`src/rtl/fifo_pkg.sv`:
```
// Shared types and constants for the FIFO read-side streamer and its buffer.
package fifo_pkg;

    localparam int WIDTH_DATA_DEFAULT = 8;
    localparam int RD_BUF_DEPTH       = 2;

    typedef enum logic {
        IDLE = 1'b0,
        MID  = 1'b1
    } rd_fsm_e;

    // One stream beat at the default data width.
    typedef struct packed {
        logic [WIDTH_DATA_DEFAULT-1:0] data;
        logic                          last;
    } beat_t;

endpackage

```
`src/rtl/fifo_rd_skid_buf.sv`:
```
// Two-entry in-order buffer holding words captured from the FIFO until the sink takes them.
module fifo_rd_skid_buf
    import fifo_pkg::*;
#(
    parameter int WIDTH_DATA = WIDTH_DATA_DEFAULT
) (
    input  logic                  clk_i,
    input  logic                  rst_ni,
    input  logic                  push,
    input  logic [WIDTH_DATA-1:0] push_data,
    input  logic                  pop,
    output logic [1:0]            count,
    output logic [WIDTH_DATA-1:0] head
);

    logic [WIDTH_DATA-1:0] mem_r [RD_BUF_DEPTH];
    logic                  wr_ptr_r;
    logic                  rd_ptr_r;
    logic [1:0]            count_r;

    // Storage, pointers and occupancy; push and pop in one cycle leave occupancy unchanged.
    always_ff @(posedge clk_i or negedge rst_ni) begin
        if (!rst_ni) begin
            for (int i = 0; i < RD_BUF_DEPTH; i++) begin
                mem_r[i] <= {WIDTH_DATA{1'b0}};
            end
            wr_ptr_r <= 1'b0;
            rd_ptr_r <= 1'b0;
            count_r  <= 2'd0;
        end else begin
            if (push) begin
                mem_r[wr_ptr_r] <= push_data;
                wr_ptr_r        <= ~wr_ptr_r;
            end
            if (pop) begin
                rd_ptr_r <= ~rd_ptr_r;
            end
            case ({push, pop})
                2'b10:   count_r <= count_r + 2'd1;
                2'b01:   count_r <= count_r - 2'd1;
                default: count_r <= count_r;
            endcase
        end
    end

    assign count = count_r;
    assign head  = mem_r[rd_ptr_r];

endmodule

```
`src/rtl/fifo_rd_streamer_chk.sv`:
```
// Run-time checks on the streamer's occupancy invariant and handshake.
module fifo_rd_streamer_chk (
    input logic       clk_i,
    input logic       rst_ni,
    input logic [1:0] count,
    input logic       in_flight,
    input logic       pop,
    input logic       valid
);

    // Buffered plus in-flight words must never exceed the two buffer slots.
    always @(posedge clk_i) begin
        if (rst_ni) begin
            a_occ: assert (({1'b0, count} + {2'b00, in_flight}) <= 3'd2);
            a_pop: assert (!pop || valid);
        end
    end

endmodule

```
`src/rtl/fifo_rd_streamer.sv`:
```
// FIFO read-side adapter: drives the read strobe, buffers returning words and frames them into packets.
// Optional statistics counters are enabled with FIFO_RD_STREAMER_STATS_EN.
module fifo_rd_streamer
    import fifo_pkg::*;
#(
    parameter int WIDTH_DATA = WIDTH_DATA_DEFAULT,
    parameter int PKT_LEN_W  = 8
) (
    input  logic                  clk_i,
    input  logic                  rst_ni,
    input  logic                  fifo_empty_i,
    output logic                  fifo_rd_o,
    input  logic [WIDTH_DATA-1:0] fifo_data_i,
    input  logic [PKT_LEN_W-1:0]  pkt_len_i,
    output logic                  m_valid_o,
    input  logic                  m_ready_i,
    output logic [WIDTH_DATA-1:0] m_data_o,
    output logic                  m_last_o
`ifdef FIFO_RD_STREAMER_STATS_EN
    ,
    output logic [31:0]           beat_cnt_o,
    output logic [15:0]           pkt_cnt_o
`endif
);

    localparam logic [PKT_LEN_W-1:0] LEN_ZERO = {PKT_LEN_W{1'b0}};
    localparam logic [PKT_LEN_W-1:0] LEN_ONE  = {{(PKT_LEN_W-1){1'b0}}, 1'b1};

    logic                  in_flight_r;
    logic [1:0]            count_s;
    logic [WIDTH_DATA-1:0] head_s;
    logic                  m_valid_s;
    logic                  pop_s;
    logic [2:0]            occ_s;
    logic                  fifo_rd_s;
    logic [PKT_LEN_W-1:0]  len_in_s;
    logic                  last_s;
    rd_fsm_e               state_r;
    rd_fsm_e               state_s;
    logic [PKT_LEN_W-1:0]  beat_cnt_r;
    logic [PKT_LEN_W-1:0]  beat_cnt_s;
    logic [PKT_LEN_W-1:0]  len_q_r;
    logic [PKT_LEN_W-1:0]  len_q_s;

    assign m_valid_s = (count_s != 2'd0);
    assign pop_s     = m_valid_s & m_ready_i;

    // The ready-to-strobe path is combinational so a slot freed this cycle can be refilled at once.
    assign occ_s     = {1'b0, count_s} + {2'b00, in_flight_r} - {2'b00, pop_s};
    assign fifo_rd_s = rst_ni & ~fifo_empty_i & (occ_s < 3'd2);
    assign fifo_rd_o = fifo_rd_s;

    // A strobe this cycle means the FIFO returns a word next cycle.
    always_ff @(posedge clk_i or negedge rst_ni) begin
        if (!rst_ni) begin
            in_flight_r <= 1'b0;
        end else begin
            in_flight_r <= fifo_rd_s;
        end
    end

    fifo_rd_skid_buf #(
        .WIDTH_DATA (WIDTH_DATA)
    ) u_buf (
        .clk_i     (clk_i),
        .rst_ni    (rst_ni),
        .push      (in_flight_r),
        .push_data (fifo_data_i),
        .pop       (pop_s),
        .count     (count_s),
        .head      (head_s)
    );

    assign len_in_s = (pkt_len_i == LEN_ZERO) ? LEN_ONE : pkt_len_i;

    // Framing next-state: a new length is sampled only when a packet's first beat leaves.
    always_comb begin
        state_s    = state_r;
        beat_cnt_s = beat_cnt_r;
        len_q_s    = len_q_r;
        last_s     = 1'b0;
        case (state_r)
            IDLE: begin
                last_s = (len_in_s == LEN_ONE);
                if (pop_s) begin
                    len_q_s = len_in_s;
                    if (last_s) begin
                        state_s    = IDLE;
                        beat_cnt_s = LEN_ZERO;
                    end else begin
                        state_s    = MID;
                        beat_cnt_s = LEN_ONE;
                    end
                end else begin
                    state_s = IDLE;
                end
            end
            MID: begin
                last_s = (beat_cnt_r == (len_q_r - LEN_ONE));
                if (pop_s) begin
                    if (last_s) begin
                        state_s    = IDLE;
                        beat_cnt_s = LEN_ZERO;
                    end else begin
                        state_s    = MID;
                        beat_cnt_s = beat_cnt_r + LEN_ONE;
                    end
                end else begin
                    state_s = MID;
                end
            end
            default: begin
                state_s    = IDLE;
                beat_cnt_s = LEN_ZERO;
            end
        endcase
    end

    // Framing state registers.
    always_ff @(posedge clk_i or negedge rst_ni) begin
        if (!rst_ni) begin
            state_r    <= IDLE;
            beat_cnt_r <= LEN_ZERO;
            len_q_r    <= LEN_ONE;
        end else begin
            state_r    <= state_s;
            beat_cnt_r <= beat_cnt_s;
            len_q_r    <= len_q_s;
        end
    end

    assign m_valid_o = m_valid_s;
    assign m_data_o  = head_s;
    assign m_last_o  = m_valid_s & last_s;

`ifdef FIFO_RD_STREAMER_STATS_EN
    logic [31:0] stat_beats_r;
    logic [15:0] stat_pkts_r;

    // Saturating beat and packet counters.
    always_ff @(posedge clk_i or negedge rst_ni) begin
        if (!rst_ni) begin
            stat_beats_r <= 32'd0;
            stat_pkts_r  <= 16'd0;
        end else begin
            if (pop_s && (stat_beats_r != 32'hFFFF_FFFF)) begin
                stat_beats_r <= stat_beats_r + 32'd1;
            end
            if (pop_s && last_s && (stat_pkts_r != 16'hFFFF)) begin
                stat_pkts_r <= stat_pkts_r + 16'd1;
            end
        end
    end

    assign beat_cnt_o = stat_beats_r;
    assign pkt_cnt_o  = stat_pkts_r;
`endif

    fifo_rd_streamer_chk u_chk (
        .clk_i     (clk_i),
        .rst_ni    (rst_ni),
        .count     (count_s),
        .in_flight (in_flight_r),
        .pop       (pop_s),
        .valid     (m_valid_s)
    );

endmodule

```
`config.mk`:
```
export PLATFORM = sky130hd
export DESIGN_NAME = fifo_rd_streamer
export DESIGN_NICKNAME = d
export VERILOG_FILES = /design/src/rtl/fifo_pkg.sv /design/src/rtl/fifo_rd_skid_buf.sv /design/src/rtl/fifo_rd_streamer_chk.sv /design/src/rtl/fifo_rd_streamer.sv
export SDC_FILE = /design/constraint.sdc
export NUM_CORES = 1
export LEC_CHECK = 0
export ABC_CLOCK_PERIOD_IN_PS = 5100
export CAP_MARGIN = 10
export CORE_MARGIN = 10
export CORE_UTILIZATION = 57
export DETAILED_ROUTE_END_ITERATION = 10
export GPL_TIMING_DRIVEN = 0
export PLACE_DENSITY = 0.84
export RECOVER_POWER = 100
export SLEW_MARGIN = 20
export SYNTH_ARGS = -nofsm -noshare
export SYNTH_HDL_FRONTEND = slang
export SYNTH_SLANG_ARGS = --single-unit
```
`constraint.sdc`:
```
create_clock -name clk_i -period 5.1 [get_ports clk_i]
set_input_delay 1.02 -clock clk_i [delete_from_list [all_inputs] [get_ports clk_i]]
set_output_delay 1.02 -clock clk_i [all_outputs]
set_load 0.02 [all_outputs]
```
== After elaboration in Yosys (flattened, before gate mapping) ==
Index checks and enable logic that the tools add are counted.

* Bits in registers: 38
* Input bits: 20
* Output and inout bits: 11
* Logic and storage cells: 60

* Eq/ne operators: 6
* Bitwise logic cells: 10
* Reduce and logical (&&, ||, !) cells: 6
* Add/subtract/negate cells: 6
* Muxes and demuxes: 19
* Order comparisons: 4

{| class="wikitable"
|+ Operators with widths
! operator !! number
|-
| $mux W8 || 8
|-
| $bwmux W16 || 1
|-
| $pmux W8 S2 || 1
|-
| $add A8 B1 Y8 const B || 1
|-
| $demux W8 S1 || 1
|-
| $eq A8 B1 Y1 const B || 1
|-
| $eq A8 B8 Y1 || 1
|-
| $logic_not A8 Y1 || 1
|-
| $sub A8 B1 Y8 const B || 1
|-
| $mux W1 || 5
|-
| $and A1 B1 Y1 || 4
|-
| $ge A2 B2 Y1 const B || 2
|-
| $ne A2 B2 Y1 const B || 2
|-
| $not A1 Y1 || 4
|-
| $not A1 Y2 || 2
|-
| $pmux W1 S2 || 2
|-
| $pmux W2 S2 || 1
|-
| $reduce_and A2 Y1 || 2
|-
| $reduce_bool A2 Y1 || 2
|-
| $add A2 B1 Y3 || 1
|-
| $lt A3 B2 Y1 const B || 1
|-
| $sub A3 B1 Y3 || 1
|-
| $add A2 B1 Y2 const B || 1
|-
| $eq A2 B1 Y1 const B || 1
|-
| 4 further kinds || 4
|}

== Longest topological paths before layout ==
Gate-level depths: netlist of run 1.

* Depth in word-level cells: 6
* Mapped depth: 10

== By module ==
A second synthesis of run 1 with hierarchy kept.

* Cells, all modules: 163
* Area total of the unflattened synthesis: 1963.1 um^2

{| class="wikitable"
|+ Modules (own cells, without submodules)
! module !! instances !! area each (um^2) !! sequential area each (um^2) !! cells each
|-
| fifo_rd_streamer || 1 || 1106.1 || 451.7 || 108
|-
| fifo_rd_skid_buf || 1 || 857.1 || 500.5 || 55
|}

== Worst setup path before layout of run 1 ==
Ideal clock, no wire load.

* Path kind: input-to-output
* Start point: input port m_ready_i
* End point: output port fifo_rd_o
* Buffers on the path: 1
* Cell stages on the path: 7
* Slack: 909 ps
* Arrival: 3171 ps
* Required time: 4080 ps
* Cells stage by stage: nand2_1 -> inv_1 -> clkbuf_1 -> ha_1 -> nor2_1 -> fa_1 -> nor4b_1

* Longest elaborated chain between the ends: 4

{| class="wikitable"
|+ Ends and longest elaborated chain
! what !! line !! RTL
|-
| from (decl) || fifo_rd_streamer.sv:16 || <nowiki>input logic m_ready_i,</nowiki>
|-
| $and A1 B1 Y1 || fifo_rd_streamer.sv:46 || <nowiki>assign pop_s = m_valid_s & m_ready_i;</nowiki>
|-
| net pop_s || fifo_rd_streamer.sv:33 || <nowiki>logic pop_s;</nowiki>
|-
| $sub A3 B1 Y3 || fifo_rd_streamer.sv:49 || <nowiki>assign occ_s = {1'b0, count_s} + {2'b00, in_flight_r} - {2'b00, pop_s};</nowiki>
|-
| $lt A3 B2 Y1 || fifo_rd_streamer.sv:50 || <nowiki>assign fifo_rd_s = rst_ni & ~fifo_empty_i & (occ_s < 3'd2);</nowiki>
|-
| $and A1 B1 Y1 || fifo_rd_streamer.sv:50 ||
|-
| to (decl) || fifo_rd_streamer.sv:12 || <nowiki>output logic fifo_rd_o,</nowiki>
|}

The timed path passes the listed nets, and every way through them passes these cells.

== Worst setup path after layout of run 1 ==
* Start point: input port m_ready_i
* End point: output port fifo_rd_o

* Longest elaborated chain between the ends: 4

{| class="wikitable"
|+ Ends and longest elaborated chain
! what !! line
|-
| $and A1 B1 Y1 || fifo_rd_streamer.sv:46
|-
| $sub A3 B1 Y3 || fifo_rd_streamer.sv:49
|-
| $lt A3 B2 Y1 || fifo_rd_streamer.sv:50
|-
| $and A1 B1 Y1 || fifo_rd_streamer.sv:50
|}

No other way between the ends.

==> results_tabular.tex, run 1 <==
\begin{tabular}{lr}
\hline
Metric & Value \\
\hline
\multicolumn{2}{l}{\textbf{Outcome}} \\
\quad Run status & complete, no violations \\
\multicolumn{2}{l}{\textbf{Final layout}} \\
\quad Number of diodes added for antenna fixing & 0 \\
\quad Final net count & 242 \\
\quad Non-filler cells in the finished layout & 264 \\
\quad Finished layout cell area & 0.00246 mm2 \\
\quad Fraction of final layout cells sized beyond drive strength 1 & between 20\% and 30\% \\
\quad Filler cell count in the final layout & about 240 \\
\quad Layout overhead on the synthesized area & 21.2\% \\
\quad Core occupancy in the finished layout & between 70\% and 80\% \\
\multicolumn{2}{l}{\textbf{Logic synthesis}} \\
\quad Largest family of logic cells by synthesized area & multiplexers \\
\quad Synth area leaders & dfrtp\_1, mux2\_2, xnor2\_1 \\
\quad Synthesized cell area & approximately 0.002 mm2 \\
\quad Share of cell area taken by muxes after synthesis & roughly 17\% \\
\quad Compound-Gate Fraction of Synth Area & between 9 and 10\% \\
\quad Most frequently used cell type in the post-synthesis netlist & dfrtp\_1 \\
\quad Synth cell count leaders & dfrtp\_1, mux2\_2, nand2\_1, xnor2\_1, a21oi\_1 \\
\quad Post-synth ARST share & 100\% \\
\quad Net Count, Synth & approximately 200 \\
\quad Top-area cell type share of the netlist area & 45.6\% \\
\quad Share of synthesized area occupied by flip-flops and latches & between 40\% and 50\% \\
\quad FF+latch count, synth & 38 \\
\quad Fraction of synthesized cell area in xor and xnor cells & around 8.6\% \\
\quad Simple-gate area share of the yosys netlist & around 12\% \\
\quad Library cells used by synthesis & between 40 and 50 \\
\quad EDFF count, synth & 0 \\
\quad Yosys synthesis warning count & 0 \\
\quad Synthesized area per cell & approximately 11 um2 \\
\quad Primary flip-flop cell chosen by synthesis mapping & dfrtp\_1 \\
\quad Area share of fa/ha/maj cells after synthesis & roughly 3.5\% \\
\quad Gate count of the mapped netlist & between 150 and 200 \\
\quad Post-synthesis cell type with the largest combined area & dfrtp\_1 \\
\multicolumn{2}{l}{\textbf{Clocking}} \\
\quad Sinks on Clock Net & 38 \\
\quad Library cell used as clock root buffer & clkbuf\_4 \\
\quad Clock latency at the later pin of the worst-skew pair & 0.36 ns \\
\quad CTS tree & done \\
\quad Maximum count of clock buffers along a single path & 2 \\
\quad Number of levels in the clock H-tree & 2 \\
\quad Inserted Clock Buffers & 5 \\
\quad Number of hold-repair buffers added at the cts stage & 0 \\
\quad Clock transition at the registers of the reported paths & $\sim$0.1 ns \\
\multicolumn{2}{l}{\textbf{Min path}} \\
\quad Hold crit path type & reg -> reg \\
\multicolumn{2}{l}{\textbf{Global routing}} \\
\quad Vias in the first global route & between 1.5k and 2k \\
\quad Overall overflow remaining after global route & 0 \\
\quad Maximum number of pins on one net before global-route repair & 23 \\
\quad Number of antenna violations at the first check in global routing & 0 \\
\quad Wire length of the first global-routing pass & between 7000 and 8000 um \\
\quad GRT Total Usage & roughly 16\% \\
\multicolumn{2}{l}{\textbf{Route}} \\
\quad Antenna Nets Post-Route & 0 \\
\quad Final routed wire length divided by cell count & $\sim$17 um \\
\quad Drt first-iter violations & 110 \\
\quad Total via count in the routed design & around 1.5k \\
\quad Pre-antenna DRT Iters & 4 \\
\quad Final routed wirelength across all metal layers & $\sim$4500 um \\
\quad Final routed DRC violation total & 0 \\
\quad Detailed-route vias per instance & 5.58 \\
\multicolumn{2}{l}{\textbf{Power}} \\
\quad Worst supply voltage drop on vdd & 0.000354 V \\
\quad Pleak & around 1.0 nW \\
\quad P per Cell Area & $\sim$600 mW/mm2 \\
\multicolumn{2}{l}{\textbf{Critical path}} \\
\quad Setup Crit Path Kind & in -> out \\
\quad Element type at the critical path end & primary output \\
\quad Largest fanout on the critical path & 7 \\
\quad Crit path arrival time & around 3.8 ns \\
\quad Required time of the critical path & between 4 and 5 ns \\
\quad Startpoint types & input port \\
\multicolumn{2}{l}{\textbf{Timing}} \\
\quad Minimum hold slack & 0.511 ns \\
\quad Period utilization & $\sim$94\% \\
\quad RSZ-0062 raised after global routing & no \\
\quad Worst relative slew slack & approximately a quarter \\
\quad Worst Skew & 0.0126 ns \\
\quad Number of hold-slack violations in the final timing report & 0 \\
\quad Final max-slew violation count & 0 \\
\quad Setup violation total in the final timing report & 0 \\
\quad Crit path time final & $\sim$4.8 ns \\
\quad Max frequency & slightly above 200 MHz \\
\quad Total Negative Setup Slacks & 0 ns \\
\quad Least-Margin Pin Slew & about 1.1 ns \\
\multicolumn{2}{l}{\textbf{Place}} \\
\quad Detail Placement HPWL & 3310 um \\
\quad Count of buffers from port buffering & 30 \\
\quad Instance area at placement & roughly 0.0024 mm2 \\
\quad Post-placement cell count & between 200 and 300 \\
\quad Last weighted congestion value of the routability-driven placer & 0.858 \\
\multicolumn{2}{l}{\textbf{Die}} \\
\quad Die height & $\sim$80 um \\
\quad Top-Level Pins & 31 \\
\quad Horizontal die dimension & 79.7 um \\
\quad Effective utilization at floorplan & 59.9\% \\
\quad Number of placement rows & 21 \\
\quad Die Area & $\sim$0.0063 mm2 \\
\quad Core region area & about 0.0034 mm2 \\
\multicolumn{2}{l}{\textbf{Run}} \\
\quad Max-cap check violation count & 0 \\
\hline
\end{tabular}
==> critical path, cell delays in order <==
cell	delay (ns)
clkdlybuf4s50_1	0.42
nand2_2	0.20
clkinvlp_4	0.20
ha_1	0.30
nor2_1	0.12
fa_1	0.43
nor4b_1	0.36
dlygate4sd3_1	0.74
==> cell usage in the layout (no fill, tap or decap), drive strengths merged, types with 4 or more instances in the layout <==
master         instances
a21oi                 11
clkbuf                14
clkdlybuf4s50         10
dfrtp                 37
dlygate4sd3           19
ha                     4
inv                    8
mux2                  30
nand2                 12
nand3                  4
nor2                   8
nor3                   4
o21ai                  4
xnor2                 12
xor2                   8
==> area by class of cell <==
| type | instances | area (um2) | area share, % |
|---|---|---|---|
| inverter | 9 | 37.5 | 1.53 |
| buffer | 4 | 15.0 | 0.610 |
| clock buffer | 8 | 58.8 | 2.39 |
| sequential | 38 | 952 | 38.7 |
| tap | 46 | 57.6 | 2.34 |
| multi-input combinational | 126 | 1000 | 40.8 |
| timing repair buffer | 33 | 337 | 13.7 |
==> final timing paths <==
path                                        start                          to  slack, ns  cells past startpoint
max reg2reg                len_q_r[0]$_DFFE_PN1P_   beat_cnt_r[1]$_DFFE_PN0P_       1.94                     10
min                         in_flight_r$_DFF_PN0_  u_buf.wr_ptr_r$_DFFE_PN0P_       0.51                      1
min in group asynchronous                  rst_ni   beat_cnt_r[3]$_DFFE_PN0P_       0.84                      1
max                                     m_ready_i                   fifo_rd_o       0.28                      8
min reg2reg                 in_flight_r$_DFF_PN0_  u_buf.wr_ptr_r$_DFFE_PN0P_       0.51                      1
max in group asynchronous                  rst_ni      len_q_r[0]$_DFFE_PN1P_       3.50                      2
==> flip-flops by register name (all words and copies together), names as in the netlist <==
name / flops
u_buf.mem_r: 16
beat_cnt_r: 8
len_q_r: 8
u_buf.count: 2
in_flight_r: 1
state_r: 1
u_buf.rd_ptr_r: 1
u_buf.wr_ptr_r: 1
==> stage by stage <==
| step | power, mW | worst slack [ns] |
|---|---|---|
| after global placement | 1.29 | -0.00267 |
| after detailed placement | 1.34 | -0.151 |
| final | 1.48 | 0.285 |
| after global routing | 1.59 | 0.107 |
| after floorplan | 1.10 | 0.909 |
| after CTS | 1.52 | 0.00765 |
==> logic make-up (layout without fill, tap and decap cells) <==
kind of cell,Yosys count,after routing
flip-flops,38,38
AND/OR/NAND/NOR,44,44
XOR/XNOR,20,20
buffers and inverters,14,54
AO/OA/AOI/OAI,27,27
multiplexers,30,30
adder cells (fa/ha/maj),5,5
==> layer usage <==
layer	vias to the layer above	wire (um)	global-route usage, %
met3	9	266	6.08
li1	696	-	-
met5	-	0	0
met2	32	2380	25.8
met4	0	71	5.73
met1	737	1790	17.6
==> where the power goes <==
part	internal, mW	switching (mW)
sequential	0.439	0.132
clock	0.0680	0.0999
combinational	0.370	0.367
==> what timing repair did <==
action | in CTS | in global routing
gates cloned | 0 | 0
setup buffers | 0 | 2
resized for setup | 0 | 2
endpoints found under the setup margin | 1 | 1
No activity file was read; power rests on OpenSTA's default activity.
==> run 2, diff against run 1 <==
- CAP_MARGIN: 10 -> not set
- CORE_MARGIN: 10 -> 2
==> run 2 against run 1 <==
Compared with the run above:
- non-clock buffer count rose by 1
- routed wire length fell by 7.0%
- core utilization rose by 1.6 points
- die area fell by 36%
- first-iteration DRC count rose by 1.8%
- largest cell class unchanged
- largest power group unchanged
- highest routed layer unchanged
==> results_tabular.tex, run 2 (synthesis gave the netlist of run 1 again) <==
\begin{tabular}{lr}
\hline
Metric & Value \\
\hline
\multicolumn{2}{l}{\textbf{Global routing}} \\
\quad Vias in the first global route & 1561 (was 1671) \\
\quad Number of antenna violations at the first check in global routing & 0 (unchanged) \\
\quad Maximum number of pins on one net before global-route repair & 29 (was 23) \\
\quad Wire length of the first global-routing pass & 7230 um (was 7840 um) \\
\quad GRT Total Usage & 23.0\% (was 15.5\%) \\
\quad Overall overflow remaining after global route & 0 (unchanged) \\
\multicolumn{2}{l}{\textbf{Timing}} \\
\quad Period utilization & 94.6\% (was 94.4\%) \\
\quad Worst relative slew slack & 35.2\% (was 24.8\%) \\
\quad Worst Skew & 0.0151 ns (was 0.0126 ns) \\
\quad Least-Margin Pin Slew & 0.962 ns (was 1.13 ns) \\
\quad Total Negative Setup Slacks & 0 ns (unchanged) \\
\quad Setup violation total in the final timing report & 0 (unchanged) \\
\quad RSZ-0062 raised after global routing & no (unchanged) \\
\quad Max frequency & 207 MHz (was 208 MHz) \\
\quad Number of hold-slack violations in the final timing report & 0 (unchanged) \\
\quad Crit path time final & 4.83 ns (was 4.82 ns) \\
\quad Final max-slew violation count & 0 (unchanged) \\
\multicolumn{2}{l}{\textbf{Critical path}} \\
\quad Setup Crit Path Kind & in -> out (unchanged) \\
\quad Crit path arrival time & 3.81 ns (was 3.80 ns) \\
\quad End of the worst register-to-register path & beat\_cnt\_r[4]\$\_DFFE\_PN0P\_ (was beat\_cnt\_r[1]\$\_DFFE\_PN0P\_) \\
\quad Number of cells traversed by the worst register-to-register path & 10 (unchanged) \\
\quad Flop-to-flop setup slack & 1.76 ns (was 1.94 ns) \\
\quad Startpoint of the most critical register-to-register path & len\_q\_r[0]\$\_DFFE\_PN1P\_ (unchanged) \\
\quad Element type at the critical path end & primary output (unchanged) \\
\quad Startpoint types & input port (unchanged) \\
\quad Required time of the critical path & 4.08 ns (about the same) \\
\quad Largest fanout on the critical path & 9 (was 7) \\
\multicolumn{2}{l}{\textbf{Die}} \\
\quad Effective utilization at floorplan & 59.9\% (unchanged) \\
\quad Top-Level Pins & 31 (unchanged) \\
\quad Die Area & 0.00406 mm2 (was 0.00635 mm2) \\
\quad Number of placement rows & 21 (unchanged) \\
\quad Core region area & 0.00339 mm2 (unchanged) \\
\quad Horizontal die dimension & 63.7 um (was 79.7 um) \\
\quad Die height & 63.7 um (was 79.7 um) \\
\multicolumn{2}{l}{\textbf{Clocking}} \\
\quad Sinks on Clock Net & 38 (unchanged) \\
\quad Number of levels in the clock H-tree & 2 (unchanged) \\
\quad Inserted Clock Buffers & 5 (unchanged) \\
\quad Clock latency at the later pin of the worst-skew pair & 0.35 ns (was 0.36 ns) \\
\quad CTS tree & done (unchanged) \\
\quad Number of hold-repair buffers added at the cts stage & 0 (unchanged) \\
\quad Library cell used as clock root buffer & clkbuf\_4 (unchanged) \\
\quad Clock transition at the registers of the reported paths & 0.13 ns (was 0.10 ns) \\
\quad Maximum count of clock buffers along a single path & 2 (unchanged) \\
\multicolumn{2}{l}{\textbf{Route}} \\
\quad Detailed-route vias per instance & 5.72 (was 5.58) \\
\quad Total via count in the routed design & 1516 (was 1474) \\
\quad Wire length on met1 & 1840 um (was 1790 um) \\
\quad DR top layer & met4 (unchanged) \\
\quad Total met2 wirelength after detailed routing & 2140 um (was 2380 um) \\
\quad Final routed wire length divided by cell count & 15.8 um (was 17.1 um) \\
\quad Pre-antenna DRT Iters & 5 (was 4) \\
\quad Drt first-iter violations & 112 (was 110) \\
\quad Final routed wirelength across all metal layers & 4200 um (was 4510 um) \\
\quad Routed met3 length & 157 um (was 266 um) \\
\quad Antenna Nets Post-Route & 0 (unchanged) \\
\quad Final routed DRC violation total & 0 (unchanged) \\
\multicolumn{2}{l}{\textbf{Min path}} \\
\quad Hold crit path type & reg -> reg (unchanged) \\
\quad Number of cells traversed by the worst hold path & 1 (unchanged) \\
\quad Worst hold path endpoint & u\_buf.wr\_ptr\_r\$\_DFFE\_PN0P\_ (unchanged) \\
\quad Launch instance of the worst min-delay path & in\_flight\_r\$\_DFF\_PN0\_ (unchanged) \\
\multicolumn{2}{l}{\textbf{Final layout}} \\
\quad Core occupancy in the finished layout & 74.2\% (was 72.6\%) \\
\quad Top library cells by usage in the layout, fill and taps aside & dfrtp\_1, mux2\_2, dlygate4sd3\_1 (unchanged) \\
\quad Commonest non-fill, non-tap cell in the layout & dfrtp\_1 (unchanged) \\
\quad Registers with the highest flip-flop counts & u\_buf.mem\_r (16), beat\_cnt\_r (8), len\_q\_r (8) (unchanged) \\
\quad Final net count & 243 (was 242) \\
\quad Largest register FFs & 16 (unchanged) \\
\quad Layout overhead on the synthesized area & 23.9\% (was 21.2\%) \\
\quad Most flops, register & u\_buf.mem\_r (unchanged) \\
\quad Non-filler cells in the finished layout & 265 (was 264) \\
\quad Number of diodes added for antenna fixing & 0 (unchanged) \\
\quad Fraction of final layout cells sized beyond drive strength 1 & 22.8\% (was 21.1\%) \\
\multicolumn{2}{l}{\textbf{Power}} \\
\quad Total Power Consumption & 1.57 mW (was 1.48 mW) \\
\quad Pleak & 1.04 nW (was 1.02 nW) \\
\quad Worst supply voltage drop on vdd & 0.000397 V (was 0.000354 V) \\
\quad P per Cell Area & 626 mW/mm2 (was 600 mW/mm2) \\
\multicolumn{2}{l}{\textbf{Place}} \\
\quad Detail Placement HPWL & 3090 um (was 3310 um) \\
\quad Count of buffers from port buffering & 30 (unchanged) \\
\quad Post-placement cell count & 255 (unchanged) \\
\quad Last weighted congestion value of the routability-driven placer & 0.798 (was 0.858) \\
\multicolumn{2}{l}{\textbf{Run}} \\
\quad Max-cap check violation count & 0 (unchanged) \\
\multicolumn{2}{l}{\textbf{Outcome}} \\
\quad Run status & complete, no violations (unchanged) \\
\hline
\end{tabular}
[run 2: cell count changes in the layout (fill, tap and decap cells not counted), sizes merged]
cell,previous run,this run
clkbuf,14,10
dlygate4sd3,19,18
bufinv,0,2
buf,2,4
clkinv,0,1
clkdlybuf4s50,10,11
[run 2: worst max-delay path, stage by stage]
cell and delay [ns]:
clkdlybuf4s50_1 0.41, nand2_2 0.17, clkinvlp_4 0.23, ha_1 0.34, nor2_1 0.14, fa_1 0.43
nor4b_1 0.37, clkdlybuf4s50_1 0.68
[run 2: metal layers]
metal,vias to the layer above,global-route usage [%]
li1,702,-
met1,767,29.7
met2,39,38.4
met3,8,5.00
met4,0,7.88
met5,-,0
[run 2: how the worst max path moves through the flow]
stage / from / end / slack (ns)
after global placement: m_ready_i / fifo_rd_o / 0.01
after detailed placement: m_ready_i / fifo_rd_o / -0.13
final: m_ready_i / fifo_rd_o / 0.27
after floorplan: m_ready_i / fifo_rd_o / 0.91
after global routing: m_ready_i / fifo_rd_o / 0.05
after CTS: m_ready_i / fifo_rd_o / 0.07
[run 2: what timing repair did]
item                                    in CTS  in global routing
endpoints found under the setup margin       1                  1
buffers inserted                             0                  3
gates resized for setup                      0                  2
gates cloned                                 0                  0
[run 2: area by class of cell]
type	instances	area, um2
Buffer	4	15.0
Timing Repair Buffer	34	337
Tap cell	46	57.6
Inverter	9	37.5
Clock inverter	3	68.8
Multi-Input combinational cell	126	1010
Clock buffer	5	37.5
Fill cell	231	873
Sequential cell	38	952
[run 2: power by group]
group / leakage [nW] / switching [mW] / internal [mW] / total [mW]
Sequential: 0.458 / 0.131 / 0.438 / 0.570
Combinational: 0.530 / 0.369 / 0.378 / 0.747
Clock: 0.0554 / 0.104 / 0.153 / 0.258
[run 2: per-stage QoR]
| step | area (um2) | worst slack, ns | hold WS [ns] |
|---|---|---|---|
| after floorplan | 2030 | 0.909 | 0.461 |
| after global placement | 2390 | 0.0114 | 0.475 |
| after detailed placement | 2400 | -0.129 | 0.483 |
| after CTS | 2510 | 0.0708 | 0.501 |
| after global routing | 2520 | 0.0485 | 0.519 |
| final | 2520 | 0.275 | 0.498 |
